`src/rtl/fanout_fork_buffer.sv`:
```
// Eager-fork broadcast buffer: each entry carries its own branch mask, and branches drain the head independently.
// The upstream ready is driven only from registered state and flush, never from out_ready.
module fanout_fork_buffer #(
    parameter int NUM_OUT    = 7,
    parameter int DATA_WIDTH = 17,
    parameter int DEPTH      = 2,
    parameter int CNT_WIDTH  = 16
) (
    input  logic                         clk,
    input  logic                         rst_n,
    input  logic                         flush,
    input  logic [NUM_OUT-1:0]           cfg_en,
    input  logic [NUM_OUT-1:0]           cfg_sel,
    input  logic [DATA_WIDTH-1:0]        in_data,
    input  logic                         in_valid,
    output logic                         in_ready,
    output logic [DATA_WIDTH-1:0]        out_data,
    output logic [NUM_OUT-1:0]           out_valid,
    input  logic [NUM_OUT-1:0]           out_ready,
    output logic [$clog2(DEPTH+1)-1:0]   occupancy,
    output logic [CNT_WIDTH-1:0]         drop_count
);

    localparam int OCC_W = $clog2(DEPTH + 1);
    localparam int PTR_W = (DEPTH > 1) ? $clog2(DEPTH) : 1;

    logic [DATA_WIDTH-1:0] data_q [DEPTH];
    logic [DATA_WIDTH-1:0] data_d [DEPTH];
    logic [NUM_OUT-1:0]    mask_q [DEPTH];
    logic [NUM_OUT-1:0]    mask_d [DEPTH];
    logic [PTR_W-1:0]      head_q, head_d, tail_q, tail_d;
    logic [OCC_W-1:0]      occ_q, occ_d;
    logic [CNT_WIDTH-1:0]  drop_q, drop_d;
    logic [DATA_WIDTH-1:0] last_q, last_d;
    logic                  rdy_q;

    logic [NUM_OUT-1:0]    act, head_mask, hs, remain;
    logic                  not_empty, push_fire, push_store, push_drop, pop;

    function automatic logic [PTR_W-1:0] ptr_inc(input logic [PTR_W-1:0] p);
        if (p == PTR_W'(DEPTH - 1)) return '0;
        return p + 1'b1;
    endfunction

    assign act        = cfg_en & cfg_sel;
    assign not_empty  = (occ_q != '0);
    assign head_mask  = mask_q[head_q];
    assign out_valid  = {NUM_OUT{not_empty}} & head_mask;
    assign out_data   = not_empty ? data_q[head_q] : last_q;
    assign hs         = out_valid & out_ready;
    assign remain     = head_mask & ~hs;
    assign pop        = not_empty && (remain == '0);

    // rdy_q keeps in_ready low while reset is held and until the first edge after release.
    assign in_ready   = rdy_q && (occ_q < OCC_W'(DEPTH)) && !flush;
    assign push_fire  = in_valid && in_ready;
    assign push_store = push_fire && (act != '0);
    assign push_drop  = push_fire && (act == '0);

    assign occupancy  = occ_q;
    assign drop_count = drop_q;

    always_comb begin
        data_d = data_q;
        mask_d = mask_q;
        head_d = head_q;
        tail_d = tail_q;
        occ_d  = occ_q;
        drop_d = drop_q;
        last_d = last_q;

        if (not_empty) mask_d[head_q] = remain;
        if (pop) begin
            head_d = ptr_inc(head_q);
            last_d = data_q[head_q];
        end
        // tail never equals head while the head is live and there is room, so this write cannot clobber it.
        if (push_store) begin
            data_d[tail_q] = in_data;
            mask_d[tail_q] = act;
            tail_d         = ptr_inc(tail_q);
        end
        if (push_store && !pop)      occ_d = occ_q + 1'b1;
        else if (!push_store && pop) occ_d = occ_q - 1'b1;

        if (push_drop && (drop_q != '1)) drop_d = drop_q + 1'b1;

        if (flush) begin
            head_d = '0;
            tail_d = '0;
            occ_d  = '0;
            for (int i = 0; i < DEPTH; i++) mask_d[i] = '0;
        end
    end

    always_ff @(posedge clk or negedge rst_n) begin
        if (!rst_n) begin
            for (int i = 0; i < DEPTH; i++) begin
                data_q[i] <= '0;
                mask_q[i] <= '0;
            end
            head_q <= '0;
            tail_q <= '0;
            occ_q  <= '0;
            drop_q <= '0;
            last_q <= '0;
            rdy_q  <= 1'b0;
        end else begin
            data_q <= data_d;
            mask_q <= mask_d;
            head_q <= head_d;
            tail_q <= tail_d;
            occ_q  <= occ_d;
            drop_q <= drop_d;
            last_q <= last_d;
            rdy_q  <= 1'b1;
        end
    end

endmodule

```
`config.mk`:
```
export PLATFORM = sky130hd
export DESIGN_NAME = fanout_fork_buffer
export DESIGN_NICKNAME = d
export VERILOG_FILES = /design/src/rtl/fanout_fork_buffer.sv
export SDC_FILE = /design/constraint.sdc
export NUM_CORES = 1
export LEC_CHECK = 0
export BUFFER_PORTS_ARGS = -buffer_cell sky130_fd_sc_hd__buf_2
export CORE_ASPECT_RATIO = 0.6
export CORE_UTILIZATION = 44
export DETAILED_ROUTE_END_ITERATION = 10
export HOLD_SLACK_MARGIN = 0.06
export PLACE_DENSITY = 0.62
export SLEW_MARGIN = 0
export SYNTH_ARGS = -nofsm -noshare
export SYNTH_HDL_FRONTEND = slang
export SYNTH_SLANG_ARGS = --single-unit
```
`constraint.sdc`:
```
create_clock -name clk -period 2.5 [get_ports clk]
set_input_delay 0.25 -clock clk [delete_from_list [all_inputs] [get_ports clk]]
set_output_delay 0.25 -clock clk [all_outputs]
set_load 0.01 [all_outputs]
```
## Word-level counts from Yosys, hierarchy flattened

Index checks and enable logic that the tools add are counted.
W data, S select, Z words.

| storage, ports and cells | value |
|---|---|
| flip-flop bits (word level) | 86 |
| input bits | 42 |
| output and inout bits | 43 |
| logic and storage cells | 83 |

| operators by class | value |
|---|---|
| $add $sub $neg | 5 |
| magnitude comparators | 5 |
| eq/ne operators | 1 |
| muxes and demuxes | 34 |
| bitwise logic cells | 7 |
| reductions and logical operators | 21 |

Operators with widths:

| operator | number |
|---|---|
| $mux W17 | 5 |
| $mux W14 | 3 |
| $mux W7 | 5 |
| $bwmux W34 | 1 |
| $and A7 B7 Y7 | 4 |
| $bwmux W14 | 2 |
| $demux W17 S1 | 1 |
| $add A16 B1 Y16 const B | 1 |
| $ne A16 B16 Y1 const B | 1 |
| $demux W7 S1 | 2 |
| $logic_not A7 Y1 | 2 |
| $mux W1 | 12 |
| $logic_and A1 B1 Y1 | 11 |
| $not A7 Y7 | 1 |
| $reduce_bool A7 Y1 | 1 |
| $mux W2 | 3 |
| $reduce_bool A2 Y1 | 3 |
| $ge A2 B2 Y1 const B | 2 |
| $lt A2 B1 Y1 const B | 2 |
| $not A1 Y2 | 2 |
| $logic_not A1 Y1 | 3 |
| $reduce_bool A3 Y1 | 1 |
| $add A1 B1 Y1 const B | 2 |
| $add A2 B1 Y2 const B | 1 |
| other kinds (2) | 2 |

## Depth between registers and ports, before layout

| depth | value |
|---|---|
| word-level depth | 14 |
| depth in mapped cells | 8 |
| depth with buffers taken out | 6 |

## Worst setup path before layout

Ideal clock, no wire load.

| timing | value |
|---|---|
| path kind | register -> register |
| start point | register drop_q[0], in the netlist drop_count[0] |
| end point | register drop_q[6], in the netlist drop_count[6] |
| setup time | 132 ps |
| arrival | 1924 ps |
| required time | 2368 ps |
| path slack | 444 ps |
| stages on the path, launching flop included | 9 |
| path buffers | 2 |
| clock period less this slack | 2056 ps |
| cells stage by stage | dfrtp_1 -> ha_1 -> nand2_1 -> or2_2 -> clkbuf_1 -> nor4_4 -> buf_6 -> nor3_1 -> xor2_1 |

| on the way | value |
|---|---|
| longest elaborated chain between the ends | 2 |
| elaborated cells between the ends (all ways) | 3 |
| those cells by class | 1 x add/sub; 1 x eq/ne; 1 x reduce/logical |

RTL lines:

| item | RTL line | RTL |
|---|---|---|
| start, declared | 33 | `logic [CNT_WIDTH-1:0] drop_q, drop_d;` |
| start signal, assigned | 114 | `drop_q <= drop_d;` |
| branches (longest 2 deep; another with $add A16 B1 Y16) | - |  |

Parallel ways; which one is timed is not known.
A chain may end at the register's enable or synchronous reset.

## Final worst setup path

| timing | value |
|---|---|
| start point | register head_q |
| end point | register last_q[10] |

| on the way | value |
|---|---|
| longest elaborated chain between the ends | 10 |
| elaborated cells between the ends (all ways) | 13 |
| those cells by class | 6 x mux; 5 x bitwise; 2 x reduce/logical |

RTL lines:

| item | RTL line | RTL |
|---|---|---|
| start, declared | 31 | `logic [PTR_W-1:0] head_q, head_d, tail_q, tail_d;` |
| start signal, assigned | 102 | `head_q <= '0;` |
| start signal, assigned | 111 | `head_q <= head_d;` |
| $not A1 Y2 (not written as such) (*) | 47, 75 |  |
| $mux W7 (not written as such) (3 in series) | 47 | `assign head_mask = mask_q[head_q];` |
| $and A7 B7 Y7 | 48 | `assign out_valid = {NUM_OUT{not_empty}} & head_mask;` |
| $and A7 B7 Y7 | 50 | `assign hs = out_valid & out_ready;` |
| $not A7 Y7 | 51 | `assign remain = head_mask & ~hs;` |
| $and A7 B7 Y7 | 51 |  |
| $logic_not A7 Y1 | 52 | `assign pop = not_empty && (remain == '0);` |
| $logic_and A1 B1 Y1 | 52 |  |
| end signal, assigned | 115 | `last_q <= last_d;` |
| end, declared | 34 | `logic [DATA_WIDTH-1:0] last_q, last_d;` |

Mark *: on every way between the ends. The rest lies on a longest branch, timed or not. The select of a mux whose other input is x is not followed.

==> qor.csv <==
metric;value;unit
status;finished, final reports clean;
worstMarginPinSlew;0.661;ns
timing.final.ws_setup;0.317;ns
antenna_found_initial;0;
endpoint_kind;flip-flop;
grt_pass1_wl;16500;um
cpMostUsedCell;buf_4;
grtUsageTotal;21.5;%
fin_skew;0.00935;ns
n_fill_cell;888;
synth_edf_count;0;
gr-total-overflow;0;
async_reset_ff_share;100;%
core;9260;um^2
die_y;77.9;um
port_buffers;84;
ys_types;45;
max_freq;458;MHz
nets;594;
power.total;3.70;mW
ys_seq_elements;86;
max_stage_delay;0.54;ns
netlist_top_cells_area;dfrtp_1, nand2_1, nand3_1, mux2i_1, a21oi_1;
start_kind;flip-flop;
avgSynthCellArea;9.01;um^2
ys_warn_count;0;
routedWlPerCell;14.5;um
area_growth;20.3;%
die_area;10000;um^2
numCtsBuffers;9;
die_width;129;um
min_from;in_data[7];
drtIter0Drc;290;
slowest_stage;dfrtp_1;
finalNonFillerCells;686;
vias;3480;
post-place-ws;0.346;ns
cts_max_level;3;
min_path_type;input pin to flip-flop;
synth.largest_area_cell;dfrtp_1;
crit_arrival;2.39;ns
critPathCapture;last_q[10]$_DFFE_PN0P_;
post_cts_buffers;0;
cts_root_buffer;clkbuf_16;
rsz0062_at_grt;no;
post-route-min-period;2.18;ns
cp_cell_sequence;buf_4 > mux2_2 > a22oi_1 > nand4_2 > buf_4 > nand2_1 > o21ai_1;
r2r-end;last_q[10]$_DFFE_PN0P_;
cts_buffer_depth;2;
ff2ff_path_depth;7;
dpl.cell_count;669;
tns;0;ns
clk_pin_slew;0.07;ns
synth_top_area_share;50.9;%
wl;9940;um
tritoncts;built;
cts.sinks;86;
required;2.71;ns
regToRegStartpoint;head_q$_DFFE_PN0P_;
total_leakage_power;2.53;nW
powerDensity;727;nW/um^2
relSlewSlack;55.7;%
final_util;54.9;%
gp_congestion;0.823;
synth_area;4230;um^2
syn_nets;512;
drc;0;
fin_crit_sh;87.3;%
dp_hpwl;6880;um
worstPathMaxFanout;34;
synthCells;469;
hold_viol_final;0;
slew_viol_final;0;
seq_area_frac_synth;50.9;%
rows;27;
worst-path-stages;7;
initial_core_util;45.6;%
grt_pass1_vias;3319;
antenna_cells;0;
path_buf_inv;2;
max_cap_violations;0;
grt_max_degree;46;
synth_flop_cell;dfrtp_1;
io_pins;85;
dr.pass1.iters;4;
r2r_setup_slack;0.32;ns
vdd_ir_drop_max;0.344;mV
drive_gt1_share;24.5;%
crit_start;head_q$_DFFE_PN0P_;
setup_violations;0;
critPathKind;flip-flop to flip-flop;
antenna_left;0;
cp_top_family;flip-flops;
vias_per_cell;5.07;
clkLatencyLatePin;0.34;ns
## synthesized netlist by cell type, types with 2 or more instances
library cell    n
nand4_1         2
nor3_1          6
and2_1          7
nor4b_1         2
nand4_2         2
inv_1          12
nor3b_1         2
mux2i_1        17
o21ai_1        17
buf_2          13
nand3_1        39
nand2b_1        3
a22oi_1         4
buf_6           3
or2_2           2
nor4_2          3
dfrtp_1        86
a21oi_1        33
xor2_1         10
nor4_4          2
mux2_1          2
mux2_2          7
clkbuf_1       12
nor2_1         20
a222oi_1        2
a31oi_1         2
nand2_1       137
xnor2_1         4
nor2b_1         2
## registers in the layout, summed over array words and instances, names as in the netlist
signal      cells
head_q          1
data_q         34
rdy_q           1
drop_count     16
occupancy       2
mask_q         14
last_q         17
tail_q          1
## cell type report
class / instances / area, um^2 / share of cell area (%)
Timing Repair Buffer: 101 / 566 / 11.1
Clock buffer: 9 / 225 / 4.43
Sequential cell: 86 / 2150 / 42.3
Multi-Input combinational cell: 341 / 1880 / 36.9
Clock inverter: 7 / 56.3 / 1.11
Tap cell: 130 / 163 / 3.20
Inverter: 12 / 45.0 / 0.886
## per-layer routing
metal | GRT usage [%] | vias up | routed length [um]
met5 | 0 | - | 0
met4 | 6.35 | 0 | 70
met3 | 4.69 | 6 | 543
met2 | 32.9 | 89 | 4450
met1 | 30.4 | 1645 | 4880
li1 | - | 1740 | -
## worst reg2reg max path, cell delays in order, from the launching register on
cell,delay (ns)
dfrtp_1,0.54
buf_4,0.25
mux2_2,0.36
a22oi_1,0.28
nand4_2,0.15
buf_4,0.27
nand2_1,0.12
o21ai_1,0.07
## repair_timing
action,4_1_cts,5_1_grt
resized for setup,0,0
endpoints found under the hold margin,44,0
hold buffers,1,0
## per-stage QoR
stage	hold slack [ns]	area, um^2
floorplan	-0.0456	4230
global placement	0.301	4790
detailed placement	0.307	4790
CTS	0.105	5080
global route	0.109	5080
finish	0.117	5080
## power breakdown
part	internal, mW	switching (mW)
clock	0.685	0.565
sequential	1.61	0.130
combinational	0.298	0.407
total	2.60	1.10
## layout by cell type, fill, tap and decap left out, types with 3 or more instances in the layout
cell / instances
clkbuf_16: 9
buf_2: 83
nor4_2: 3
xor2_1: 10
xnor2_1: 4
nand2_1: 137
a22oi_1: 4
inv_6: 3
nor3_1: 6
buf_4: 16
and2_1: 7
dfrtp_1: 86
o21ai_1: 17
nand3_1: 39
mux2i_1: 17
nand2b_1: 3
a21oi_1: 33
mux2_2: 7
inv_1: 12
nor2_1: 20
## cell families after synthesis
kind of cell | after synthesis | synth area share (%)
simple gates | 238 | 26.5
flops | 86 | 50.9
compound gates | 60 | 7.76
buf+inv | 42 | 4.74
mux | 27 | 6.78
xor+xnor | 14 | 2.90
fa+ha+maj | 1 | 0.296
other cells | 1 | 0.0888
## worst min path at each step
stage / endpoint / slack [ns] / depth (start not counted)
CTS: data_q[9]$_DFFE_PN0P_ / 0.10 / 3
finish: data_q[24]$_DFFE_PN0P_ / 0.12 / 3
global route: data_q[14]$_DFFE_PN0P_ / 0.11 / 3
floorplan: data_q[0]$_DFFE_PN0P_ / -0.05 / 0
detailed placement: last_q[3]$_DFFE_PN0P_ / 0.31 / 1
global placement: mask_q[1]$_DFF_PN0_ / 0.30 / 1
(Power assumes the default switching activity.)
